$ cat config.mk
export PLATFORM = sky130hd
export DESIGN_NAME = tdm_demux1to8_flat
export DESIGN_NICKNAME = d
export VERILOG_FILES = /design/src/rtl/tdm_pkg.sv /design/src/rtl/tdm_demux1to8_if.sv /design/src/rtl/tdm_demux1to8_demux1to2.sv /design/src/rtl/tdm_demux1to8.sv /design/src/flat_wrapper.sv
export SDC_FILE = /design/constraint.sdc
export NUM_CORES = 1
export LEC_CHECK = 0
export CAP_MARGIN = 15
export CORE_UTILIZATION = 46
export DETAILED_ROUTE_END_ITERATION = 10
export GPL_TIMING_DRIVEN = 0
export PLACE_DENSITY_LB_ADDON = 0.15
export SLEW_MARGIN = 20
export SYNTH_ARGS = -nofsm -noshare
export SYNTH_HDL_FRONTEND = slang
export SYNTH_SLANG_ARGS = --single-unit
$ cat constraint.sdc
create_clock -name clk -period 1.4 [get_ports clk]
set_input_delay 0.14 -clock clk [delete_from_list [all_inputs] [get_ports clk]]
set_output_delay 0.14 -clock clk [all_outputs]
set_load 0.005 [all_outputs]
$ cat src/rtl/tdm_pkg.sv
// Shared types and constants for the TDM receive demultiplexer.
// Frame geometry, FSM state encoding and the even-parity helper live here.
package tdm_pkg;

  localparam int LANES       = 8;
  localparam int SEL_W       = 3;
  localparam int CNT_W       = 4;
  localparam int PARITY_SLOT = 8;

  typedef logic [LANES-1:0] frame_t;

  typedef enum logic {
    IDLE    = 1'b0,
    COLLECT = 1'b1
  } state_t;

  // Reduction XOR: 1'b1 when the frame holds an odd number of ones.
  function automatic logic even_par(input frame_t f);
    return ^f;
  endfunction

endpackage

$ cat src/rtl/tdm_demux1to8_if.sv
// Serial-in / parallel-out bundle of the TDM receiver.
// The transmitter-side driver uses master; the demultiplexer uses slave.
interface tdm_demux1to8_if;
  import tdm_pkg::*;

  logic               din;
  logic               din_valid;
  logic               frame_start;
  frame_t             dout;
  logic               dout_valid;
  logic [SEL_W-1:0]   slot;
  logic               sync_err;
  logic               parity_err;

  modport master (
    output din, din_valid, frame_start,
    input  dout, dout_valid, slot, sync_err, parity_err
  );

  modport slave (
    input  din, din_valid, frame_start,
    output dout, dout_valid, slot, sync_err, parity_err
  );

endinterface

$ cat src/rtl/tdm_demux1to8_demux1to2.sv
// Combinational 1-to-2 steering cell: routes d onto y[s], the other leg is 0.
// Chained in a binary tree to decode the slot index into lane write enables.
module demux1to2 (
  input  logic       d,
  input  logic       s,
  output logic [1:0] y
);

  assign y[0] = d & ~s;
  assign y[1] = d &  s;

endmodule

$ cat src/rtl/tdm_demux1to8.sv
// 8-lane TDM receive demultiplexer: serial slots -> registered parallel frame.
// Define TDM_PARITY_CHECK_EN to append an even-parity slot (9-slot frames).
module tdm_demux1to8 (
  input  logic            clk,
  input  logic            rst_n,
  tdm_demux1to8_if.slave  bus
);
  import tdm_pkg::*;

`ifdef TDM_PARITY_CHECK_EN
  localparam logic [CNT_W-1:0] LAST_SLOT = CNT_W'(PARITY_SLOT);
`else
  localparam logic [CNT_W-1:0] LAST_SLOT = CNT_W'(LANES - 1);
`endif
  localparam logic [CNT_W-1:0] CNT_ZERO = {CNT_W{1'b0}};
  localparam logic [CNT_W-1:0] CNT_ONE  = {{(CNT_W-1){1'b0}}, 1'b1};

  state_t            state_r, state_nxt_s;
  logic [CNT_W-1:0]  cnt_r, cnt_nxt_s;
  frame_t            shadow_r, shadow_base_s, shadow_nxt_s;
  frame_t            dout_r, dout_nxt_s;
  logic              dout_valid_r, dout_valid_nxt_s;
  logic              sync_err_r, sync_err_nxt_s;
`ifdef TDM_PARITY_CHECK_EN
  logic              parity_err_r, parity_err_nxt_s;
`endif
  logic              wr_en_s;
  logic [SEL_W-1:0]  wr_slot_s;
  logic [1:0]        lvl1_s;
  logic [3:0]        lvl2_s;
  logic [LANES-1:0]  lane_en_s;

  // Lane-enable decode tree: slot MSB at the root, LSB at the leaves.
  demux1to2 u_lvl0 (
    .d (wr_en_s),
    .s (wr_slot_s[2]),
    .y (lvl1_s)
  );

  for (genvar g = 0; g < 2; g++) begin : g_lvl1
    demux1to2 u_cell (
      .d (lvl1_s[g]),
      .s (wr_slot_s[1]),
      .y (lvl2_s[2*g+1:2*g])
    );
  end

  for (genvar g = 0; g < 4; g++) begin : g_lvl2
    demux1to2 u_cell (
      .d (lvl2_s[g]),
      .s (wr_slot_s[0]),
      .y (lane_en_s[2*g+1:2*g])
    );
  end

  // Next-state, slot counter and output strobes for the receive FSM.
  always_comb begin
    state_nxt_s      = state_r;
    cnt_nxt_s        = cnt_r;
    shadow_base_s    = shadow_r;
    dout_nxt_s       = dout_r;
    dout_valid_nxt_s = 1'b0;
    sync_err_nxt_s   = 1'b0;
`ifdef TDM_PARITY_CHECK_EN
    parity_err_nxt_s = 1'b0;
`endif
    wr_en_s          = 1'b0;
    wr_slot_s        = cnt_r[SEL_W-1:0];

    case (state_r)
      IDLE: begin
        if (bus.din_valid && bus.frame_start) begin
          shadow_base_s = {LANES{1'b0}};
          wr_slot_s     = {SEL_W{1'b0}};
          wr_en_s       = 1'b1;
          cnt_nxt_s     = CNT_ONE;
          state_nxt_s   = COLLECT;
        end else begin
          state_nxt_s   = IDLE;
        end
      end
      COLLECT: begin
        if (!bus.din_valid) begin
          state_nxt_s = COLLECT;
        end else if (bus.frame_start) begin
          // Misaligned start, including one on the final slot: restart here.
          sync_err_nxt_s = 1'b1;
          shadow_base_s  = {LANES{1'b0}};
          wr_slot_s      = {SEL_W{1'b0}};
          wr_en_s        = 1'b1;
          cnt_nxt_s      = CNT_ONE;
        end else if (cnt_r == LAST_SLOT) begin
          cnt_nxt_s   = CNT_ZERO;
          state_nxt_s = IDLE;
`ifdef TDM_PARITY_CHECK_EN
          if ((even_par(shadow_r) ^ bus.din) == 1'b0) begin
            dout_nxt_s       = shadow_r;
            dout_valid_nxt_s = 1'b1;
          end else begin
            parity_err_nxt_s = 1'b1;
          end
`else
          // Last data lane bypasses the shadow so the frame lands this edge.
          wr_en_s                 = 1'b1;
          dout_nxt_s              = shadow_r;
          dout_nxt_s[LANES-1]     = bus.din;
          dout_valid_nxt_s        = 1'b1;
`endif
        end else begin
          wr_en_s   = 1'b1;
          cnt_nxt_s = cnt_r + CNT_ONE;
        end
      end
      default: begin
        state_nxt_s = IDLE;
        cnt_nxt_s   = CNT_ZERO;
      end
    endcase
  end

  // Shadow write-back: each enabled lane captures the current serial bit.
  always_comb begin
    shadow_nxt_s = shadow_base_s;
    for (int k = 0; k < LANES; k++) begin
      if (lane_en_s[k]) begin
        shadow_nxt_s[k] = bus.din;
      end else begin
        shadow_nxt_s[k] = shadow_base_s[k];
      end
    end
  end

  // State, shadow and output registers.
  always_ff @(posedge clk or negedge rst_n) begin
    if (!rst_n) begin
      state_r      <= IDLE;
      cnt_r        <= CNT_ZERO;
      shadow_r     <= {LANES{1'b0}};
      dout_r       <= {LANES{1'b0}};
      dout_valid_r <= 1'b0;
      sync_err_r   <= 1'b0;
    end else begin
      state_r      <= state_nxt_s;
      cnt_r        <= cnt_nxt_s;
      shadow_r     <= shadow_nxt_s;
      dout_r       <= dout_nxt_s;
      dout_valid_r <= dout_valid_nxt_s;
      sync_err_r   <= sync_err_nxt_s;
    end
  end

`ifdef TDM_PARITY_CHECK_EN
  // Parity failure strobe.
  always_ff @(posedge clk or negedge rst_n) begin
    if (!rst_n) begin
      parity_err_r <= 1'b0;
    end else begin
      parity_err_r <= parity_err_nxt_s;
    end
  end

  assign bus.parity_err = parity_err_r;
`else
  assign bus.parity_err = 1'b0;
`endif

  assign bus.dout       = dout_r;
  assign bus.dout_valid = dout_valid_r;
  assign bus.sync_err   = sync_err_r;
  assign bus.slot       = cnt_r[SEL_W-1:0];

endmodule

$ cat src/flat_wrapper.sv
// flat-port wrapper written by rule: the top's interface ports become plain ports
module tdm_demux1to8_flat import tdm_pkg::*;
  (clk, rst_n, bus_din, bus_din_valid, bus_frame_start, bus_dout, bus_dout_valid, bus_slot, bus_sync_err, bus_parity_err);
  tdm_demux1to8_if bus_i ();
  input  logic clk;
  input  logic rst_n;
  input wire logic [$bits(bus_i.din)-1:0] bus_din;
  input wire logic [$bits(bus_i.din_valid)-1:0] bus_din_valid;
  input wire logic [$bits(bus_i.frame_start)-1:0] bus_frame_start;
  output wire logic [$bits(bus_i.dout)-1:0] bus_dout;
  output wire logic [$bits(bus_i.dout_valid)-1:0] bus_dout_valid;
  output wire logic [$bits(bus_i.slot)-1:0] bus_slot;
  output wire logic [$bits(bus_i.sync_err)-1:0] bus_sync_err;
  output wire logic [$bits(bus_i.parity_err)-1:0] bus_parity_err;
  assign bus_i.din = bus_din;
  assign bus_i.din_valid = bus_din_valid;
  assign bus_i.frame_start = bus_frame_start;
  assign bus_dout = bus_i.dout;
  assign bus_dout_valid = bus_i.dout_valid;
  assign bus_slot = bus_i.slot;
  assign bus_sync_err = bus_i.sync_err;
  assign bus_parity_err = bus_i.parity_err;
  tdm_demux1to8 u_core (.clk(clk), .rst_n(rst_n), .bus(bus_i));
endmodule
[After elaboration in Yosys (flattened, before gate mapping)]
Cells that the tools add are included.
Word-level totals
  flip-flop bits (word level): 22
  input bits: 5
  output and inout bits: 14
  word-level logic and storage cells: 99
Cells by class
  add/sub/neg operators: 1
  equal/unequal tests: 24
  mux-type cells: 34
  bitwise operators: 18
  reduce and logical (&&, ||, !) cells: 10
Operators by type and width (count)
  $ne A3 B3 Y1 const B: 14
  $mux W7: 3
  $ne A3 B2 Y1 const B: 7
  $reduce_and A3 Y1: 7
  $mux W1: 19
  $mux W4: 4
  $pmux W7 S2: 1
  $and A1 B1 Y1: 13
  $mux W3: 3
  $pmux W4 S2: 1
  $pmux W3 S2: 1
  $not A1 Y1: 5
  $add A4 B1 Y4 const B: 1
  $eq A4 B3 Y1 const B: 1
  $pmux W1 S2: 2
  $reduce_and A4 Y1: 1
  $ne A2 B1 Y1 const B: 1
  $ne A2 B2 Y1 const B: 1
  $reduce_and A2 Y1: 1
  $logic_and A1 B1 Y1: 1

[Logic depth before layout (Yosys ltp)]
Gate-level depths: netlist of the first run.
  depth in word-level cells: 9
  gate-level depth with buffers: 5
  gate-level depth less buffers: 4

[Hierarchy]
From an unflattened synthesis of the first run, not the netlist that was laid out.
Second synthesis, totals
  cells, all modules: 104
  area total of the unflattened synthesis: 1092.3 um^2
Modules (own cells, without submodules)
  tdm_demux1to8: instances 1, cells each 90, area an instance 978.4 um^2, seq. area each 550.5 um^2
  demux1to2: instances 7, cells each 2, area an instance 16.3 um^2, seq. area each 0.0 um^2

[Least setup slack after synthesis of the first run]
Ideal clock, no wire load.
  path kind: register -> register
  start: reg u_core.cnt_r[2]
  end: reg u_core.dout_r[0], in the netlist u_core.bus.dout[0]
  arrival time: 1.316 ns
  data required time: 1.272 ns
  slack: -0.043 ns
  cell stages (with the launch flop): 6
  period minus slack after synthesis: 1.443 ns
  cell sequence: dfrtp_1 buf_4 nand4b_2 nor3b_2 buf_4 mux2_1
Between the ends
  cells in the longest elaborated chain, start to end: 2
RTL lines
  start: declaration: RTL line tdm_demux1to8.sv:19  | logic [CNT_W-1:0] cnt_r, cnt_nxt_s;
  start signal: assignment: RTL line tdm_demux1to8.sv:144  | cnt_r <= cnt_nxt_s;
  $eq A4 B3 Y1: RTL line tdm_demux1to8.sv:92  | end else if (cnt_r == LAST_SLOT) begin
  $reduce_and A4 Y1 (no line)
  end signal: assignment: RTL line tdm_demux1to8.sv:139  | dout_r <= {LANES{1'b0}};
  end signal: assignment: RTL line tdm_demux1to8.sv:146  | dout_r <= dout_nxt_s;
  end: declaration: RTL line tdm_demux1to8.sv:21  | frame_t dout_r, dout_nxt_s;
No other way between the ends.
A chain may end at the register's enable or synchronous reset.

[Worst setup path in the final report of the first run]
  start: in bus_din_valid
  end: reg u_core.shadow_r[2]
Between the ends
  cells in the longest elaborated chain, start to end: 9
  elaborated cells between the ends (all ways): 17
  those cells by class: eq/ne: 3; mux: 7; bitwise: 5; reduce/logical: 2
RTL lines
  start: declaration: RTL line flat_wrapper.sv:8  | input wire logic [$bits(bus_i.din_valid)-1:0] bus_din_valid;
  $logic_and A1 B1 Y1: RTL line tdm_demux1to8.sv:72  | if (bus.din_valid && bus.frame_start) begin
  $mux W3: RTL line tdm_demux1to8.sv:72
  $pmux W3 S2: RTL line tdm_demux1to8.sv:70  | case (state_r)
  $not A1 Y1: RTL line tdm_demux1to8_demux1to2.sv:9  | assign y[0] = d & ~s;
  $and A1 B1 Y1: RTL line tdm_demux1to8_demux1to2.sv:9
  $and A1 B1 Y1: RTL line tdm_demux1to8_demux1to2.sv:10  | assign y[1] = d & s;
  $and A1 B1 Y1: RTL line tdm_demux1to8_demux1to2.sv:9
  $ne A3 B2 Y1 (no line) / $ne A3 B3 Y1 (equally long branches)
  $reduce_and A3 Y1 (no line)
  end signal: assignment: RTL line tdm_demux1to8.sv:138  | shadow_r <= {LANES{1'b0}};
  end signal: assignment: RTL line tdm_demux1to8.sv:145  | shadow_r <= shadow_nxt_s;
  end: declaration: RTL line tdm_demux1to8.sv:20  | frame_t shadow_r, shadow_base_s, shadow_nxt_s;
Parallel ways exist; a longest one is shown, timed or not.

==> impl_metrics.prom, run 1 <==
# TYPE chip_impl_metric gauge
chip_impl_metric{name="worst_supply_voltage_drop_on_vdd",unit="uV"} 856
chip_impl_metric{name="power.clock.fraction",unit="%"} 15.8
chip_impl_metric{name="seqPwrFrac",unit="%"} 45.5
chip_impl_metric{name="detail_route.first_pass.iterations",unit=""} 4
chip_impl_metric{name="final_nets",unit=""} 130
chip_impl_metric{name="report.final.slew_viol_count",unit=""} 0
chip_impl_info{name="timing.setup.critical_path_class",value="input port to register"} 1
chip_impl_metric{name="worstPathMaxFanout",unit=""} 6
chip_impl_metric{name="dieWidth",unit="um"} 50.2
chip_impl_metric{name="timing.clock.skew",unit="ps"} 4.85
chip_impl_metric{name="timing.final.setup_violations",unit=""} 9
chip_impl_metric{name="port_buffers",unit=""} 17
chip_impl_metric{name="gr-total-overflow",unit=""} 0
chip_impl_info{name="r2r_start",value="u_core.cnt_r[2]"} 1
chip_impl_metric{name="fp.dieArea",unit="um2"} 2520
chip_impl_info{name="critical_path.startpoint_type",value="input port"} 1
chip_impl_metric{name="rrSetupSlack",unit="ps"} -30
chip_impl_metric{name="ff_to_ff_path_depth",unit=""} 5
chip_impl_metric{name="remaining_antenna_violation_count",unit=""} 0
chip_impl_metric{name="period_needed",unit="ps"} 1440
chip_impl_metric{name="antenna-diode-count",unit=""} 0
chip_impl_metric{name="die_height",unit="um"} 50.2
chip_impl_info{name="startpoint",value="bus_din_valid"} 1
chip_impl_metric{name="cap_viol_max_count",unit=""} 0
chip_impl_info{name="clock-root-buffer",value="sky130_fd_sc_hd__clkbuf_4"} 1
chip_impl_metric{name="synth.distinct_cells",unit=""} 35
chip_impl_metric{name="wirelength",unit="mm"} 2.05
chip_impl_metric{name="p_comb_share",unit="%"} 38.6
chip_impl_metric{name="final_cells",unit=""} 150
chip_impl_metric{name="cts_htree_levels",unit=""} 1
chip_impl_metric{name="number_of_synthesized_register_bits",unit=""} 22
chip_impl_info{name="cts_tree",value="built"} 1
chip_impl_metric{name="route.detailed.vias_per_inst",unit=""} 5.34
chip_impl_info{name="rsz0062_at_grt",value="yes"} 1
chip_impl_metric{name="cp.required",unit="ps"} 1630
chip_impl_info{name="outcome",value="finished with violations"} 1
chip_impl_metric{name="grt_first_pass_wirelength",unit="mm"} 3.38
chip_impl_metric{name="core",unit="um2"} 2190
chip_impl_info{name="worstSetupEndpointType",value="register"} 1
chip_impl_metric{name="fillerInstances",unit=""} 181
chip_impl_metric{name="timing.final.hold_violations",unit=""} 0
chip_impl_info{name="critical_path_capture_point",value="u_core.shadow_r[2]"} 1
chip_impl_metric{name="power.net_switching",unit="mW"} 0.507
chip_impl_metric{name="count_of_mapped_cells_out_of_synthesis",unit=""} 94
chip_impl_metric{name="clk-insertion-delay-late",unit="ps"} 300
chip_impl_metric{name="grt_start_max_net_pins",unit=""} 23
chip_impl_info{name="layout_commonest_cell",value="sky130_fd_sc_hd__dfrtp_1"} 1
chip_impl_metric{name="syn-mean-instance-area",unit="um2"} 11.4
chip_impl_info{name="timing.rr.end",value="u_core.bus.dout[0]"} 1
chip_impl_metric{name="antenna_violations_before_repair",unit=""} 0
chip_impl_metric{name="syn_nets",unit=""} 100
chip_impl_metric{name="overall_power",unit="mW"} 1.73
chip_impl_metric{name="detailedRoute.firstIterationViolations",unit=""} 5
chip_impl_metric{name="post-route-drc-count",unit=""} 0
chip_impl_metric{name="hpwl_dp",unit="mm"} 1.32
chip_impl_metric{name="max_freq",unit="GHz"} 0.695
chip_impl_metric{name="period_share",unit="%"} 103
chip_impl_metric{name="critical_path_arrival",unit="ps"} 1660
chip_impl_metric{name="max_slew_headroom_at_the_worst_pin",unit="%"} 34.7
chip_impl_metric{name="final_layout_size_suffix_gt1_share",unit="%"} 28.7
chip_impl_metric{name="synth.cell_area",unit="um2"} 1070
chip_impl_metric{name="clk_pin_slew_worst_paths",unit="ps"} 110
chip_impl_metric{name="layout.cell_area.non_filler",unit="um2"} 1440
chip_impl_metric{name="initial_cell_density_of_the_core",unit="%"} 48.8
chip_impl_metric{name="ctsLongestPathBuffers",unit=""} 2
chip_impl_metric{name="power_density",unit="nW/um2"} 1200
chip_impl_metric{name="worst_pin_slew",unit="ps"} 976
chip_impl_metric{name="synth_enable_flop_cells",unit=""} 0
chip_impl_metric{name="routed-via-count",unit=""} 801
chip_impl_metric{name="share_of_flip_flops_with_an_asynchronous_set_or_reset",unit="%"} 100
chip_impl_info{name="violations",value="setup timing"} 1
chip_impl_metric{name="wl_per_cell",unit="um"} 13.7
chip_impl_metric{name="io_pins",unit=""} 19
chip_impl_metric{name="placed_cell_area",unit="um2"} 1290
chip_impl_metric{name="synth-seq-area-share",unit="%"} 51.5
chip_impl_metric{name="synthesis.yosys.warnings",unit=""} 0
chip_impl_metric{name="sinks_on_the_clock_net",unit=""} 22
chip_impl_metric{name="area_delta_synth_final",unit="%"} 34.3
chip_impl_metric{name="internal_power",unit="mW"} 1.22
chip_impl_metric{name="gp_congestion",unit=""} 0.733
chip_impl_metric{name="cts-buffers-inserted",unit=""} 3
chip_impl_info{name="ys_dominant_reg_cell",value="sky130_fd_sc_hd__dfrtp_1"} 1
chip_impl_info{name="hold_class",value="input port to async pin"} 1
chip_impl_metric{name="core.rowCount",unit=""} 17
chip_impl_metric{name="track_usage",unit="%"} 18.1
chip_impl_metric{name="finalWorstSetupSlack",unit="ps"} -38.1
chip_impl_metric{name="power_switching_share",unit="%"} 29.3
chip_impl_metric{name="first_global_vias",unit=""} 733
chip_impl_info{name="layout_common_cells",value="sky130_fd_sc_hd__dfrtp_1, sky130_fd_sc_hd__clkdlybuf4s50_1, sky130_fd_sc_hd__buf_4, sky130_fd_sc_hd__mux2_4, sky130_fd_sc_hd__nand2_1"} 1
chip_impl_metric{name="p_leak",unit="nW"} 0.649
chip_impl_metric{name="place.detailed.instances",unit=""} 139
-- how the worst min path moves through the flow --
stage                        from                 end  slack (ps)  depth (start not counted)
2_1_floorplan               rst_n  u_core.bus.dout[0]        -160                          0
3_3_place_gp   u_core.bus.dout[2]  u_core.bus.dout[2]         470                          1
3_5_place_dp   u_core.bus.dout[4]  u_core.bus.dout[4]         480                          1
4_1_cts                     rst_n      u_core.state_r         380                          1
5_1_grt                     rst_n  u_core.bus.dout[3]         430                          1
6_report                    rst_n  u_core.bus.dout[3]         370                          1
-- stage by stage --
step	TNS [ps]	util, %	hold slack, ps	setup slack, ps
2_1_floorplan	0	-	-156	7.01
3_3_place_gp	-4670	58.7	466	-392
3_5_place_dp	-5080	58.7	477	-412
4_1_cts	-268	63.9	383	-47.0
5_1_grt	-934	65.5	435	-116
6_report	-225	65.5	367	-38.1
-- sequential cells by signal, indices dropped and copies added, names as in the netlist --
name / cells
u_core.bus.dout: 8
u_core.bus.dout_valid: 1
u_core.bus.sync_err: 1
u_core.cnt_r: 4
u_core.shadow_r: 7
u_core.state_r: 1
-- per-layer routing --
metal / vias to the layer above / global-route usage, % / wire length (um)
met2: 12 / 26.9 / 967
met4: 0 / 2.86 / 14
li1: 388 / - / -
met5: - / 0 / 0
met1: 399 / 25.6 / 998
met3: 2 / 6.36 / 66
-- power groups by stage --
stage          Clock [mW]  Sequential, mW  Combinational [mW]
2_1_floorplan           0           0.788               0.337
3_3_place_gp            0           0.789               0.534
3_5_place_dp            0           0.793               0.546
4_1_cts             0.286           0.786               0.638
5_1_grt             0.297           0.802               0.726
6_report            0.274           0.787               0.668
-- synth_stat cells, types with 2 or more instances --
cell                        n  area share (%)
sky130_fd_sc_hd__nor2_1     2            0.70
sky130_fd_sc_hd__nand2b_1   2             1.2
sky130_fd_sc_hd__clkbuf_1   3             1.1
sky130_fd_sc_hd__mux2i_1    4             3.7
sky130_fd_sc_hd__nand2_1    7             2.5
sky130_fd_sc_hd__nor3b_1    2             1.4
sky130_fd_sc_hd__o31ai_1    2             1.4
sky130_fd_sc_hd__o21ai_0    2            0.94
sky130_fd_sc_hd__nand3_1    3             1.4
sky130_fd_sc_hd__inv_1      4             1.4
sky130_fd_sc_hd__o22ai_1    2             1.2
sky130_fd_sc_hd__o21a_1     2             1.4
sky130_fd_sc_hd__buf_4      7             4.9
sky130_fd_sc_hd__a21oi_1    2            0.94
sky130_fd_sc_hd__mux2_1     8             8.4
sky130_fd_sc_hd__dfrtp_1   22              52
sky130_fd_sc_hd__o211ai_1   2             1.4
-- repair_timing --
| item | in CTS | in global routing |
|---|---|---|
| endpoints found under the setup margin | 12 | 16 |
| hold buffers | 0 | 0 |
| buffers inserted | 5 | 2 |
| cloned | 1 | 0 |
| resized for setup | 18 | 7 |
| pin swaps | 2 | 1 |
-- worst max-delay path: stages --
cell and delay, ps:
sky130_fd_sc_hd__clkdlybuf4s50_1 610, sky130_fd_sc_hd__o211ai_1 240, sky130_fd_sc_hd__or4_1 520, sky130_fd_sc_hd__a21boi_1 150
-- cells by family (layout without fill, tap and decap cells) --
group / after synthesis / in the layout / synth area share [%]
adders and majority gates: 1 / 1 / 1.17
muxes: 12 / 12 / 12.2
and+or+nand+nor: 24 / 24 / 13.9
DFF: 22 / 22 / 51.5
AOI/OAI and AO/OA: 18 / 18 / 12.2
other: 1 / 1 / 0.351
buffers and inverters: 15 / 43 / 7.84
xor gates and xnor gates: 1 / 1 / 0.820
-- cell type report --
type	instances	area (um2)	share of cell area (%)
sequential	22	552	38.4
multi-input combinational	57	498	34.7
timing repair buffer	25	230	16.0
buffer	11	82.6	5.75
tap	28	35.0	2.44
clock buffer	3	22.5	1.57
inverter	4	15.0	1.05
Power figures use the tool's default switching activity.
==> inputs of run 2 (changes only) <==
--- a/config.mk
+++ b/config.mk
@@ -5,7 +5,9 @@
 export SDC_FILE = /design/constraint.sdc
 export NUM_CORES = 1
 export LEC_CHECK = 0
+export ABC_CLOCK_PERIOD_IN_PS = 1400
 export CAP_MARGIN = 15
+export CORE_MARGIN = 2
 export CORE_UTILIZATION = 46
 export DETAILED_ROUTE_END_ITERATION = 10
 export GPL_TIMING_DRIVEN = 0
==> run 2 against run 1 <==
Effect of this change: the flow still finishes with violations (setup timing); die area increased by 8.1%; cell count up 0.67%; register-to-register slack got worse by 90 ps.
==> impl_metrics.prom, run 2 (synthesis results as in run 1) <==
# TYPE chip_impl_metric gauge
chip_impl_info{name="outcome",value="finished with violations"} 1
chip_impl_info{name="violations",value="setup timing"} 1
chip_impl_info{name="layout_common_cells",value="sky130_fd_sc_hd__dfrtp_1, sky130_fd_sc_hd__clkdlybuf4s50_1, sky130_fd_sc_hd__buf_4, sky130_fd_sc_hd__mux2_4, sky130_fd_sc_hd__nand2_1"} 1
chip_impl_metric{name="track_usage",unit="%"} 20.1
chip_impl_info{name="critical-path-slowest-cell",value="sky130_fd_sc_hd__dfrtp_1"} 1
chip_impl_metric{name="cp.required",unit="ps"} 1600
chip_impl_metric{name="timing.final.hold_violations",unit=""} 0
chip_impl_metric{name="worst_supply_voltage_drop_on_vdd",unit="uV"} 1030
chip_impl_metric{name="ctsLongestPathBuffers",unit=""} 2
chip_impl_metric{name="placed_cell_area",unit="um2"} 1290
chip_impl_metric{name="port_buffers",unit=""} 17
chip_impl_info{name="worstSetupEndpointType",value="register"} 1
chip_impl_metric{name="largest_register_ffs",unit=""} 8
chip_impl_metric{name="power.clock.fraction",unit="%"} 24.6
chip_impl_metric{name="initial_cell_density_of_the_core",unit="%"} 48.3
chip_impl_metric{name="routed-via-count",unit=""} 827
chip_impl_metric{name="antenna_violations_before_repair",unit=""} 0
chip_impl_metric{name="route.detailed.vias_per_inst",unit=""} 5.48
chip_impl_metric{name="critPathMaxStageDelay",unit="ps"} 390
chip_impl_metric{name="power_density",unit="nW/um2"} 1320
chip_impl_metric{name="critical_path_arrival",unit="ps"} 1720
chip_impl_metric{name="grt_first_pass_wirelength",unit="mm"} 3.88
chip_impl_metric{name="finalHoldWorstSlack",unit="ps"} 304
chip_impl_metric{name="wl_per_cell",unit="um"} 15.5
chip_impl_metric{name="io_pins",unit=""} 19
chip_impl_info{name="timing.setup.critical_path_class",value="register to register"} 1
chip_impl_metric{name="dpl_worst_slack",unit="ps"} -454
chip_impl_metric{name="clk-insertion-delay-late",unit="ps"} 310
chip_impl_metric{name="timing.final.setup_violations",unit=""} 12
chip_impl_metric{name="core.rowCount",unit=""} 17
chip_impl_metric{name="period_share",unit="%"} 108
chip_impl_info{name="layout_commonest_cell",value="sky130_fd_sc_hd__dfrtp_1"} 1
chip_impl_info{name="clock-root-buffer",value="sky130_fd_sc_hd__clkbuf_4"} 1
chip_impl_metric{name="cts-buffers-inserted",unit=""} 3
chip_impl_metric{name="finalWorstSetupSlack",unit="ps"} -119
chip_impl_metric{name="detailedRoute.firstIterationViolations",unit=""} 9
chip_impl_metric{name="p_leak",unit="nW"} 0.685
chip_impl_metric{name="dieWidth",unit="um"} 52.2
chip_impl_metric{name="die_height",unit="um"} 52.2
chip_impl_metric{name="clk_pin_slew_worst_paths",unit="ps"} 130
chip_impl_metric{name="report.final.slew_viol_count",unit=""} 0
chip_impl_metric{name="worstPathMaxFanout",unit=""} 5
chip_impl_metric{name="post-route-drc-count",unit=""} 0
chip_impl_metric{name="final_layout_size_suffix_gt1_share",unit="%"} 30.9
chip_impl_metric{name="gp_congestion",unit=""} 0.769
chip_impl_metric{name="area_delta_synth_final",unit="%"} 39.3
chip_impl_metric{name="grt_start_max_net_pins",unit=""} 23
chip_impl_metric{name="p_comb_share",unit="%"} 35.1
chip_impl_info{name="critical_path.startpoint_type",value="register"} 1
chip_impl_metric{name="fp.dieArea",unit="um2"} 2720
chip_impl_metric{name="wirelength",unit="mm"} 2.33
chip_impl_info{name="cts_tree",value="built"} 1
chip_impl_info{name="hold_class",value="input port to async pin"} 1
chip_impl_metric{name="gr-total-overflow",unit=""} 0
chip_impl_info{name="crit_chain",value="buf_6 -> nand4b_4 -> nor3b_4 -> buf_6 -> mux2_4"} 1
chip_impl_metric{name="layout.cell_area.non_filler",unit="um2"} 1490
chip_impl_metric{name="final_nets",unit=""} 130
chip_impl_info{name="rsz0062_at_grt",value="yes"} 1
chip_impl_metric{name="period_needed",unit="ps"} 1520
chip_impl_metric{name="cts_htree_levels",unit=""} 1
chip_impl_metric{name="cap_viol_max_count",unit=""} 0
chip_impl_metric{name="detail_route.first_pass.iterations",unit=""} 4
chip_impl_metric{name="antenna-diode-count",unit=""} 0
chip_impl_metric{name="power_switching_share",unit="%"} 28.4
chip_impl_info{name="crit_top_cell",value="sky130_fd_sc_hd__buf_6"} 1
chip_impl_metric{name="timing.clock.skew",unit="ps"} 8.39
chip_impl_metric{name="internal_power",unit="mW"} 1.41
chip_impl_metric{name="core",unit="um2"} 2210
chip_impl_metric{name="power.net_switching",unit="mW"} 0.557
chip_impl_metric{name="hpwl_dp",unit="mm"} 1.44
chip_impl_metric{name="max_freq",unit="GHz"} 0.658
chip_impl_metric{name="remaining_antenna_violation_count",unit=""} 0
chip_impl_metric{name="sinks_on_the_clock_net",unit=""} 22
chip_impl_metric{name="fillerInstances",unit=""} 178
chip_impl_metric{name="first_global_vias",unit=""} 835
chip_impl_metric{name="seqPwrFrac",unit="%"} 40.3
run 2: final cells by class:
class | count | area [um2] | share of cell area [%]
clock inverters | 1 | 30.0 | 2.02
repair buffers | 25 | 231 | 15.5
well taps | 28 | 35.0 | 2.35
multi-input cells | 57 | 523 | 35.1
plain buffers | 11 | 81.3 | 5.46
clock buffers | 3 | 22.5 | 1.51
flip-flops and latches | 22 | 551 | 37.0
inverters | 4 | 15.0 | 1.01
run 2: power groups by stage:
stage	Clock, mW	Sequential, mW	Combinational, mW
finish	0.484	0.791	0.689
global route	0.520	0.803	0.752
CTS	0.502	0.788	0.601
detailed placement	0	0.797	0.553
global placement	0	0.789	0.535
floorplan	0	0.788	0.337
run 2: final timing paths:
path	from	endpoint	slack [ps]	depth (start not counted)
worst max-delay path	u_core.cnt_r[2]	u_core.bus.dout[7]	-120	5
worst min-delay path	rst_n	u_core.bus.dout[5]	300	2
worst max register to register	u_core.cnt_r[2]	u_core.bus.dout[7]	-120	5
worst min register to register	u_core.bus.dout[3]	u_core.bus.dout[3]	520	1
max in group asynchronous	rst_n	u_core.cnt_r[2]	760	2
min in group clk	bus_din	u_core.shadow_r[4]	500	2
run 2: critical path: cells and delay by family, from the launching register on:
kind                   cells  cell delay [ps]
buffers and inverters      2              300
muxes                      1              310
DFF                        1              390
and+or+nand+nor            2              410
run 2: layer usage:
| metal | vias to the layer above | track usage, % | wire length (um) | part of all wire, % |
|---|---|---|---|---|
| met2 | 22 | 33.8 | 1200 | 51 |
| met3 | 2 | 2.57 | 80 | 3.4 |
| met4 | 0 | 8.97 | 16 | 0.69 |
| met1 | 414 | 25.7 | 1040 | 44 |
| li1 | 389 | - | - | - |
| met5 | - | 0 | 0 | 0 |
run 2: repair_timing:
item	in CTS	in global routing
hold buffers	0	1
buffers inserted	3	3
pin swaps	1	0
resized for setup	15	15
gates cloned	1	0
hold endpoints to repair	0	22
endpoints found under the setup margin	12	15
run 2: stage by stage:
step	power [mW]	cells	utilization, %	setup TNS (ps)
2_1_floorplan	1.13	94	-	0
3_3_place_gp	1.32	139	58.1	-4660
3_5_place_dp	1.35	139	58.1	-5350
4_1_cts	1.89	147	63.4	-479
5_1_grt	2.08	151	67.3	-1580
6_report	1.96	151	67.3	-874
